**src/rtl/led_anim_sequencer.sv**
```systemverilog
// LED animation frame sequencer.
// Steps a 5-bit frame index from 0 to LAST_FRAME at one frame every TICK_DIV
// clocks, with one-shot, looped, paused and stopped operation. Every output
// is registered, so no input reaches an output combinationally.
// Optional build macro: LED_ANIM_PINGPONG_EN. When defined, looped play
// bounces between 0 and LAST_FRAME instead of wrapping back to 0.
module led_anim_sequencer #(
  parameter int TICK_DIV   = 25_000_000,
  parameter int LAST_FRAME = 14
) (
  input  logic       clk,
  input  logic       rst,
  input  logic       start,
  input  logic       stop,
  input  logic       pause,
  input  logic       loop_en,
  output logic [4:0] frame,
  output logic       frame_tick,
  output logic       busy,
  output logic       done
);

  localparam int             PW       = (TICK_DIV > 2) ? $clog2(TICK_DIV) : 1;
  localparam logic [PW-1:0]  PRE_MAX  = PW'(TICK_DIV - 1);
  localparam logic [4:0]     LAST     = 5'(LAST_FRAME);
`ifdef LED_ANIM_PINGPONG_EN
  localparam logic [4:0]     LAST_M1  = 5'(LAST_FRAME - 1);
`endif

  typedef enum logic [1:0] {
    IDLE  = 2'd0,
    RUN   = 2'd1,
    PAUSE = 2'd2,
    DONE  = 2'd3
  } state_t;

  state_t        state, state_nxt;
  logic [PW-1:0] pre, pre_nxt;
  logic [4:0]    frame_nxt;
  logic          tick_nxt, done_nxt, busy_nxt;
  logic          advance;
  logic          at_last;
  logic          finish;
`ifdef LED_ANIM_PINGPONG_EN
  logic          dir_up, dir_up_nxt;
`endif

  // The prescaler only counts in RUN, or on the cycle PAUSE is released, and
  // never on a cycle where start or stop takes over.
  assign advance = (state == RUN || state == PAUSE) && !pause && !stop && !start;
  assign at_last = (frame == LAST);
`ifdef LED_ANIM_PINGPONG_EN
  assign finish  = advance && (pre == PRE_MAX) && at_last && !loop_en && dir_up;
`else
  assign finish  = advance && (pre == PRE_MAX) && at_last && !loop_en;
`endif

  // State register and all registered outputs.
  // NOTE: sequential state uses non-blocking (<=) so every register samples
  // the pre-edge values regardless of statement order.
  always_ff @(posedge clk or posedge rst) begin
    if (rst) begin
      state      <= IDLE;
      pre        <= '0;
      frame      <= '0;
      frame_tick <= 1'b0;
      done       <= 1'b0;
      busy       <= 1'b0;
`ifdef LED_ANIM_PINGPONG_EN
      dir_up     <= 1'b1;
`endif
    end else begin
      state      <= state_nxt;
      pre        <= pre_nxt;
      frame      <= frame_nxt;
      frame_tick <= tick_nxt;
      done       <= done_nxt;
      busy       <= busy_nxt;
`ifdef LED_ANIM_PINGPONG_EN
      dir_up     <= dir_up_nxt;
`endif
    end
  end

  // Next-state logic: stop beats start, start beats pause.
  always_comb begin
    // NOTE: every always_comb output gets a default first so no path leaves
    // it unassigned and infers a latch.
    state_nxt = state;
    if (stop) begin
      state_nxt = IDLE;
    end else if (start) begin
      state_nxt = RUN;
    end else begin
      unique case (state)
        RUN, PAUSE: begin
          if (pause)       state_nxt = PAUSE;
          else if (finish) state_nxt = DONE;
          else             state_nxt = RUN;
        end
        default: state_nxt = state;
      endcase
    end
  end

  // Output logic: next values for the prescaler, frame index and pulses.
  always_comb begin
    pre_nxt    = pre;
    frame_nxt  = frame;
    tick_nxt   = 1'b0;
    done_nxt   = 1'b0;
    busy_nxt   = (state_nxt == RUN) || (state_nxt == PAUSE);
`ifdef LED_ANIM_PINGPONG_EN
    dir_up_nxt = dir_up;
`endif
    if (stop || start) begin
      pre_nxt    = '0;
      frame_nxt  = '0;
`ifdef LED_ANIM_PINGPONG_EN
      dir_up_nxt = 1'b1;
`endif
    end else if (advance) begin
      if (pre != PRE_MAX) begin
        pre_nxt = pre + PW'(1);
      end else begin
        pre_nxt = '0;
        if (finish) begin
          // One-shot end: hold the last frame and flag completion instead.
          done_nxt = 1'b1;
        end else begin
          tick_nxt = 1'b1;
`ifdef LED_ANIM_PINGPONG_EN
          if (dir_up) begin
            if (at_last) begin
              frame_nxt  = LAST_M1;
              dir_up_nxt = 1'b0;
            end else begin
              frame_nxt  = frame + 5'd1;
            end
          end else begin
            if (frame == 5'd0) begin
              frame_nxt  = 5'd1;
              dir_up_nxt = 1'b1;
            end else begin
              frame_nxt  = frame - 5'd1;
            end
          end
`else
          frame_nxt = at_last ? 5'd0 : frame + 5'd1;
`endif
        end
      end
    end
  end

endmodule
```
**config.mk**
```make
export PLATFORM = sky130hd
export DESIGN_NAME = led_anim_sequencer
export DESIGN_NICKNAME = d
export VERILOG_FILES = /design/src/rtl/led_anim_sequencer.sv
export SDC_FILE = /design/constraint.sdc
export NUM_CORES = 1
export LEC_CHECK = 0
export CAP_MARGIN = 10
export CORE_UTILIZATION = 62
export DETAILED_ROUTE_END_ITERATION = 10
export GPL_ROUTABILITY_DRIVEN = 0
export PLACE_DENSITY = 0.84
export SYNTH_ARGS = -nofsm -noshare
export SYNTH_HDL_FRONTEND = slang
export SYNTH_SLANG_ARGS = --single-unit
```
**constraint.sdc**
```tcl
create_clock -name clk -period 4.3 [get_ports clk]
set_clock_uncertainty 0.2 [all_clocks]
set_input_delay 1.075 -clock clk [delete_from_list [all_inputs] [get_ports clk]]
set_output_delay 1.075 -clock clk [all_outputs]
set_load 0.01 [all_outputs]
```
==> flow_summary.toml, run 1 <==
[global_routing]
grt_max_degree = 36
grt_overflow = 0
grt_pass1_vias = 1462
grt_usage = 0.267
antenna_found_initial = 0
grt_pass1_wl_um = 6560

[finish]
layout-area-overhead-vs-synth_pct = 12.8
mostFrequentLayoutCells = "35 x dfrtp_1, 25 x nor2_1, 19 x nand2_1"
drive_gt1_frac = 0.0845
layout_commonest_cell = "dfrtp_1"
nNetsFinal = 221
final_cell_area_sq_um = 2100
post-route-util = 0.748
antennaDiodeCount = 0

[route]
via_count = 1544
drtIter0Drc = 69
drc = 0
firstDrtPassIters = 4
vias_per_cell = 6.33
wl_per_cell_um = 15.5
ant_nets = 0
postRouteWirelength_um = 3770

[timing]
final.min_clock_period_ns = 3.23
setup_viol = 0
max-slew-margin-rel = 0.501
drv_slew = 0
tightest_slew_ns = 0.747
finalHoldViolCount = 0
rsz0062_at_grt = "no"
finalCritPeriodShare = 0.751
timing.final.ws_setup_ns = 1.07
fmax_ghz = 0.310
tns_ns = 0

[worst_setup_path]
r2r_slack_ns = 1.37
worstPathArrival_ns = 3.28
worst_ep_required_time_ns = 4.35
crit_path_end_kind = "register"
critPathMaxFanout = 18
path_class = "input port to register"
cp-start-kind = "input port"

[yosys]
synth_area_leader_cell = "dfrtp_1"
yosys_warnings = 0
syn_nets = 206
synth_area_leaders = "dfrtp_1 47%, xor2_1 7.1%, nor2_1 5.0%, nand4_1 4.0%, nand2_1 3.8%"
synth_cell_types = 41
synth-edff-count = 0
syn-instance-count = 197
synth-seq-cells = 35
syn_area_per_cell_sq_um = 9.45
postSynth.asyncResetShare = 1.00
yosysTopAreaCellShare = 0.470
syn-cell-area_sq_um = 1860
synth-seq-area-share = 0.470
synth-main-ff-cell = "dfrtp_1"

[die]
initial_core_util = 0.664
die_h_um = 56.8
die_area_sq_um = 3230
num_rows = 19
die_w_um = 56.8
core_area_sq_um = 2810
io_pins = 14

[power_and_ir_drop]
total_power_mw = 0.615
p_seq_frac = 0.541
cellPowerDensity_nw_per_um2 = 293
combPwrFrac = 0.050
p_leak_nw = 0.831
p_int_mw = 0.479
pwr-share-clk = 0.408
switching_share = 0.221
peakVddDrop_mv = 0.243
switching_power_mw = 0.136

[clock_tree]
cts_resized = 0
clk_latency_ns = 0.35
cts_made_buffers = 5
h-tree-depth = 2
postCtsSetupRepairBufs = 0
postCtsHoldBufs = 0
root_buffer = "clkbuf_4"
cts_buffer_depth = 2
cts_sinks = 35
clk_pin_slew_ns = 0.12
cts_tree = "built"

[place]
post-dp-hpwl_um = 2530
placed_area_sq_um = 2010
dp_slack_ns = 0.765
port_buffers = 13

[run_status]
outcome = "complete, no violations"

[flow_run]
maxCapViolCount = 0

[min_path]
hold_path_class = "register to register"
Yosys cell counts, types with 2 or more instances:
library cell  instances
a21oi_1               8
and3_1                5
buf_2                 2
clkbuf_1              3
dfrtp_1              35
ha_1                  3
inv_1                 6
nand2_1              19
nand2b_1              2
nand3_1              12
nand4_1              12
nor2_1               25
nor3_1                3
nor3b_1               2
nor4_1                3
o21ai_0               7
o31ai_1               4
or2_2                 2
or3_1                 4
or4_1                 2
xnor2_1               4
xor2_1               15
final cells by class:
cell class,count,area (sq um)
well taps,31,38.8
flip-flops and latches,35,876
repair buffers,14,138
clock buffers,6,51.3
multi-input cells,150,938
fillers,192,706
inverters,6,22.5
clock inverters,2,35.0
worst max-delay path, stage by stage:
cell             delay (ns)
clkdlybuf4s50_1        0.49
o21ai_2                0.60
nand4b_1               0.39
or4_1                  0.56
a21oi_1                0.16
power by group through the flow:
stage,logic [mW],clock network (mW),registers [mW]
2_1_floorplan,0.0189,0,0.339
3_3_place_gp,0.0301,0,0.339
3_5_place_dp,0.0314,0,0.339
4_1_cts,0.0314,0.253,0.333
5_1_grt,0.0348,0.265,0.333
6_report,0.0309,0.251,0.333
flip-flops by register name, summed over array words and instances, names as in the netlist:
name        count
busy            1
done            1
frame           5
frame_tick      1
pre            25
state           2
path summary, 6_finish.rpt:
path,endpoint,from,depth (start not counted)
max in group asynchronous,pre[11],rst,3
min reg2reg,frame[4],frame[4],1
max reg2reg,pre[23],pre[0],6
min,frame[4],frame[4],1
max,pre[24],pause,5
min in group asynchronous,pre[1],rst,3
logic make-up after synthesis:
logic type | Yosys count | synth area share
flops | 35 | 0.470
simple gates | 100 | 0.294
xor+xnor | 19 | 0.0894
buf+inv | 12 | 0.0255
compound gates | 27 | 0.0954
fa+ha+maj | 4 | 0.0255
stage by stage:
| stage | hold WS (ns) | cells |
|---|---|---|
| 6_report | 0.332 | 244 |
| 5_1_grt | 0.351 | 244 |
| 4_1_cts | 0.331 | 244 |
| 3_5_place_dp | 0.308 | 236 |
| 3_3_place_gp | 0.309 | 236 |
| 2_1_floorplan | 0.304 | 197 |
routing by layer:
layer,part of all wire,vias to the layer above,GRT usage
met4,0.021,0,0.105
met1,0.43,734,0.338
met2,0.50,62,0.440
li1,-,735,-
met3,0.053,13,0.0668
met5,0,-,0
Power figures use the tool's default switching activity.
==> run 2, diff against run 1 <==
Settings changed: CORE_UTILIZATION 62 to 52, PLACE_DENSITY 0.84 to 0.75.
Clock period 4.3 ns to 2.9 ns, I/O delays scaled along.
==> run 2 against run 1 <==
Net effect:
- first-iteration DRC count rose by 33%
- sequential share of layout area is 0.71 points lower
- core utilization fell by 12 points
- clock-buffer cell count up 2
- die area grew 19%
- via count fell by 2.1%
- critical endpoint is now frame[4]
==> flow_summary.toml, run 2 (synthesized netlist as in run 1, its figures left out) <==
[worst_setup_path]
crit_chain = "ha_1 > nand4_1 > nor3b_1 > nand3_2 > o311ai_0 > o41ai_2"
slowest_stage = "o311ai_0"
r2r_slack_ns = 0.37
crit_path_end_kind = "register"
critPathMaxFanout = 6
worstPathArrival_ns = 2.53
crit_path_max_incr_delay_ns = 0.54
cp-start-kind = "register"
worst_ep_required_time_ns = 2.91
path_class = "register to register"

[die]
die_area_sq_um = 3820
core_area_sq_um = 3390
die_h_um = 61.8
io_pins = 14
die_w_um = 61.8
num_rows = 21
initial_core_util = 0.549

[global_routing]
grt_overflow = 0
antenna_found_initial = 0
grt_usage = 0.237
grt_pass1_vias = 1440
grt_pass1_wl_um = 6440
grt_max_degree = 24

[clock_tree]
postCtsSetupRepairBufs = 0
cts_resized = 0
cts_buffer_depth = 2
postCtsHoldBufs = 0
cts_made_buffers = 5
clk_latency_ns = 0.35
root_buffer = "clkbuf_4"
cts_sinks = 35
cts_tree = "built"
clk_pin_slew_ns = 0.11
h-tree-depth = 2

[place]
port_buffers = 13
dp_slack_ns = 0.177
post-dp-hpwl_um = 2730

[finish]
nNetsFinal = 224
layout_commonest_cell = "dfrtp_1"
drive_gt1_frac = 0.0926
layout-area-overhead-vs-synth_pct = 14.7
largest_reg_flops = 25
multi_input_area_sq_um = 938
fillers = 279
reg_top3 = "pre x25, frame x5, state x2"
regMostFlops = "pre"
mostFrequentLayoutCells = "35 x dfrtp_1, 25 x nor2_1, 19 x nand2_1"
ff_latch_area_sq_um = 876
antennaDiodeCount = 0

[timing]
rsz0062_at_grt = "no"
fmax_ghz = 0.396
finalCritPeriodShare = 0.871
setup_viol = 0
timing.final.ws_setup_ns = 0.375
finalHoldViolCount = 0
tns_ns = 0
tightest_slew_ns = 0.594
final.min_clock_period_ns = 2.53
max-slew-margin-rel = 0.603
drv_slew = 0

[route]
via_count = 1511
wl_per_cell_um = 14.6
ant_nets = 0
drtIter0Drc = 92
firstDrtPassIters = 4
vias_per_cell = 5.77
postRouteWirelength_um = 3830
drc = 0

[flow_run]
maxCapViolCount = 0

[min_path]
hold_path_class = "register to register"

[power_and_ir_drop]
p_leak_nw = 0.839
peakVddDrop_mv = 0.246
cellPowerDensity_nw_per_um2 = 397

[run_status]
outcome = "complete, no violations"
## run 2: cell types whose count changed in the layout (fill, tap and decap cells not counted), sizes merged
cell	change
clkinv	-1
buf	+3
bufinv	-1
clkbuf	+2
## run 2: critical path, delay by kind of cell, from the launching register on
kind,cells,cell delay [ns]
AO/OA/AOI/OAI,2,0.69
adder cells (fa/ha/maj),1,0.25
flip-flops,1,0.44
AND/OR/NAND/NOR,3,0.79
## run 2: metal layers
metal / global-route usage / share of wire / up-vias
li1: - / - / 750
met1: 0.300 / 0.48 / 735
met2: 0.392 / 0.47 / 20
met3: 0.0580 / 0.031 / 6
met4: 0.0921 / 0.017 / 0
met5: 0 / 0 / -
## run 2: where the power goes
part | switching (mW) | internal [mW] | total, mW | leakage (nW)
clock | 0.161 | 0.143 | 0.304 | 0.0386
combinational | 0.0312 | 0.0193 | 0.0505 | 0.314
sequential | 0.00262 | 0.491 | 0.493 | 0.486
## run 2: path summary, 6_finish.rpt
| path | end | cells past startpoint | start |
|---|---|---|---|
| max | frame[4] | 6 | pre[0] |
| min | frame[4] | 1 | frame[4] |
| max reg2reg | frame[4] | 6 | pre[0] |
| min reg2reg | frame[4] | 1 | frame[4] |
| max in group asynchronous | pre[23] | 3 | rst |
| min in group asynchronous | pre[4] | 2 | rst |
## run 2: per-stage QoR
| stage | util | cell area [sq um] | hold WS, ns | power (mW) | cells |
|---|---|---|---|---|---|
| after floorplan | - | 1860 | 0.304 | 0.531 | 197 |
| after global placement | 0.610 | 2070 | 0.305 | 0.553 | 254 |
| after detailed placement | 0.610 | 2070 | 0.319 | 0.554 | 254 |
| after CTS | 0.630 | 2140 | 0.337 | 0.857 | 262 |
| after global routing | 0.630 | 2140 | 0.356 | 0.883 | 262 |
| final | 0.630 | 2140 | 0.341 | 0.848 | 262 |
## run 2: final cells by class
class,count,share of cell area
Tap cell,46,0.0269
Inverter,6,0.0105
Clock buffer,8,0.0322
Sequential cell,35,0.410
Timing Repair Buffer,17,0.0808
Multi-Input combinational cell,150,0.439
==> run 3, diff against run 2 <==
Settings changed: REMOVE_ABC_BUFFERS set to 1.
==> run 3 against run 2 <==
Net effect:
- maximum frequency is 2.0% higher
- hold slack worse by 0.017 ns
- cell area is 0.59% lower
- wire length is 1.8% lower
- die area stayed put
- critical endpoint is now pre[24]
- largest cell class unchanged
- highest routed layer unchanged
==> flow_summary.toml, run 3 (synthesized netlist as in run 1, its figures left out) <==
[worst_setup_path]
crit_path_end_kind = "register"
critPathMaxFanout = 7
cp-start-kind = "register"
r2r-start = "pre[13]"
cp-startpoint = "pre[13]"
worst_ep_required_time_ns = 2.98
worstPathArrival_ns = 2.55
path_class = "register to register"

[global_routing]
grt_pass1_vias = 1495
grt_pass1_wl_um = 6510
grt_overflow = 0
grt_usage = 0.240
grt_max_degree = 36
antenna_found_initial = 0

[power_and_ir_drop]
switching_power_mw = 0.189
cellPowerDensity_nw_per_um2 = 395
p_int_mw = 0.651
peakVddDrop_mv = 0.217
switching_share = 0.225
p_seq_frac = 0.587
combPwrFrac = 0.057
p_leak_nw = 0.834
pwr-share-clk = 0.355

[timing]
drv_slew = 0
setup_viol = 0
final.min_clock_period_ns = 2.48
hold_ws_ns = 0.324
timing.final.ws_setup_ns = 0.424
rsz0062_at_grt = "no"
max-slew-margin-rel = 0.690
finalCritPeriodShare = 0.854
finalHoldViolCount = 0
fmax_ghz = 0.404
tightest_slew_ns = 0.461
tns_ns = 0

[clock_tree]
h-tree-depth = 2
cts_sinks = 35
cts_buffer_depth = 2
postCtsHoldBufs = 0
cts_resized = 0
clk_pin_slew_ns = 0.10
root_buffer = "clkbuf_4"
clk_latency_ns = 0.35
cts_tree = "built"
postCtsSetupRepairBufs = 0
cts_made_buffers = 5

[min_path]
hold_path_class = "register to register"
hold_path.startpoint = "frame[4]"

[finish]
fillers = 278
post-route-util = 0.626
layout_commonest_cell = "dfrtp_1"
antennaDiodeCount = 0
multi_input_area_sq_um = 938
ff_latch_area_sq_um = 876
layout-area-overhead-vs-synth_pct = 14.0
reg_top3 = "pre x25, frame x5, state x2"
mostFrequentLayoutCells = "35 x dfrtp_1, 25 x nor2_1, 19 x nand2_1"
drive_gt1_frac = 0.0926
final_cell_area_sq_um = 2120
regMostFlops = "pre"
nNetsFinal = 224
largest_reg_flops = 25

[flow_run]
maxCapViolCount = 0

[die]
die_area_sq_um = 3820
die_h_um = 61.8
initial_core_util = 0.549
die_w_um = 61.8
io_pins = 14
core_area_sq_um = 3390
num_rows = 21

[route]
drc = 0
vias_per_cell = 5.71
postRouteWirelength_um = 3760
wl_per_cell_um = 14.4
via_count = 1496
ant_nets = 0
drtIter0Drc = 100
firstDrtPassIters = 4

[place]
dp_slack_ns = 0.177
port_buffers = 13
placed_area_sq_um = 2050
post-dp-hpwl_um = 2710

[run_status]
outcome = "complete, no violations"
-- run 3: cell counts in the layout (fill, tap and decap cells not counted) --
Identical to the previous run, type by type.
-- run 3: metal layers --
layer / part of all wire / global-route usage / vias up
met2: 0.48 / 0.395 / 32
met5: 0 / 0 / -
li1: - / - / 745
met1: 0.45 / 0.286 / 713
met4: 0.021 / 0.146 / 0
met3: 0.046 / 0.0559 / 6
-- run 3: final timing paths --
kind	to	slack, ns	cells past startpoint
setup / recovery	pre[24]	0.42	5
hold / removal	frame[4]	0.32	1
setup reg to reg	pre[24]	0.42	5
hold reg to reg	frame[4]	0.32	1
max in group asynchronous	pre[9]	1.60	3
min in group asynchronous	pre[13]	0.57	3
-- run 3: power by group through the flow --
stage	Sequential, mW	Clock [mW]	Combinational [mW]
floorplan	0.503	0	0.0260
global placement	0.503	0	0.0477
detailed placement	0.503	0	0.0489
CTS	0.493	0.308	0.0488
global route	0.494	0.329	0.0542
finish	0.493	0.298	0.0479
-- run 3: stage by stage --
stage,cells,power [mW]
after floorplan,191,0.529
after global routing,262,0.877
after global placement,254,0.550
after CTS,262,0.850
final,262,0.839
after detailed placement,254,0.552
-- run 3: worst max-delay path, stage by stage, from the launching register on --
cell and delay [ns]:
dfrtp_1 0.44, nand3_1 0.20, nor4_1 0.49, nand4b_1 0.38
or4_1 0.56, a21oi_1 0.14
-- run 3: final cells by class --
type | count | share of cell area
well taps | 46 | 0.0271
repair buffers | 17 | 0.0754
multi-input cells | 150 | 0.442
flip-flops and latches | 35 | 0.412
inverters | 6 | 0.0106
clock buffers | 8 | 0.0324
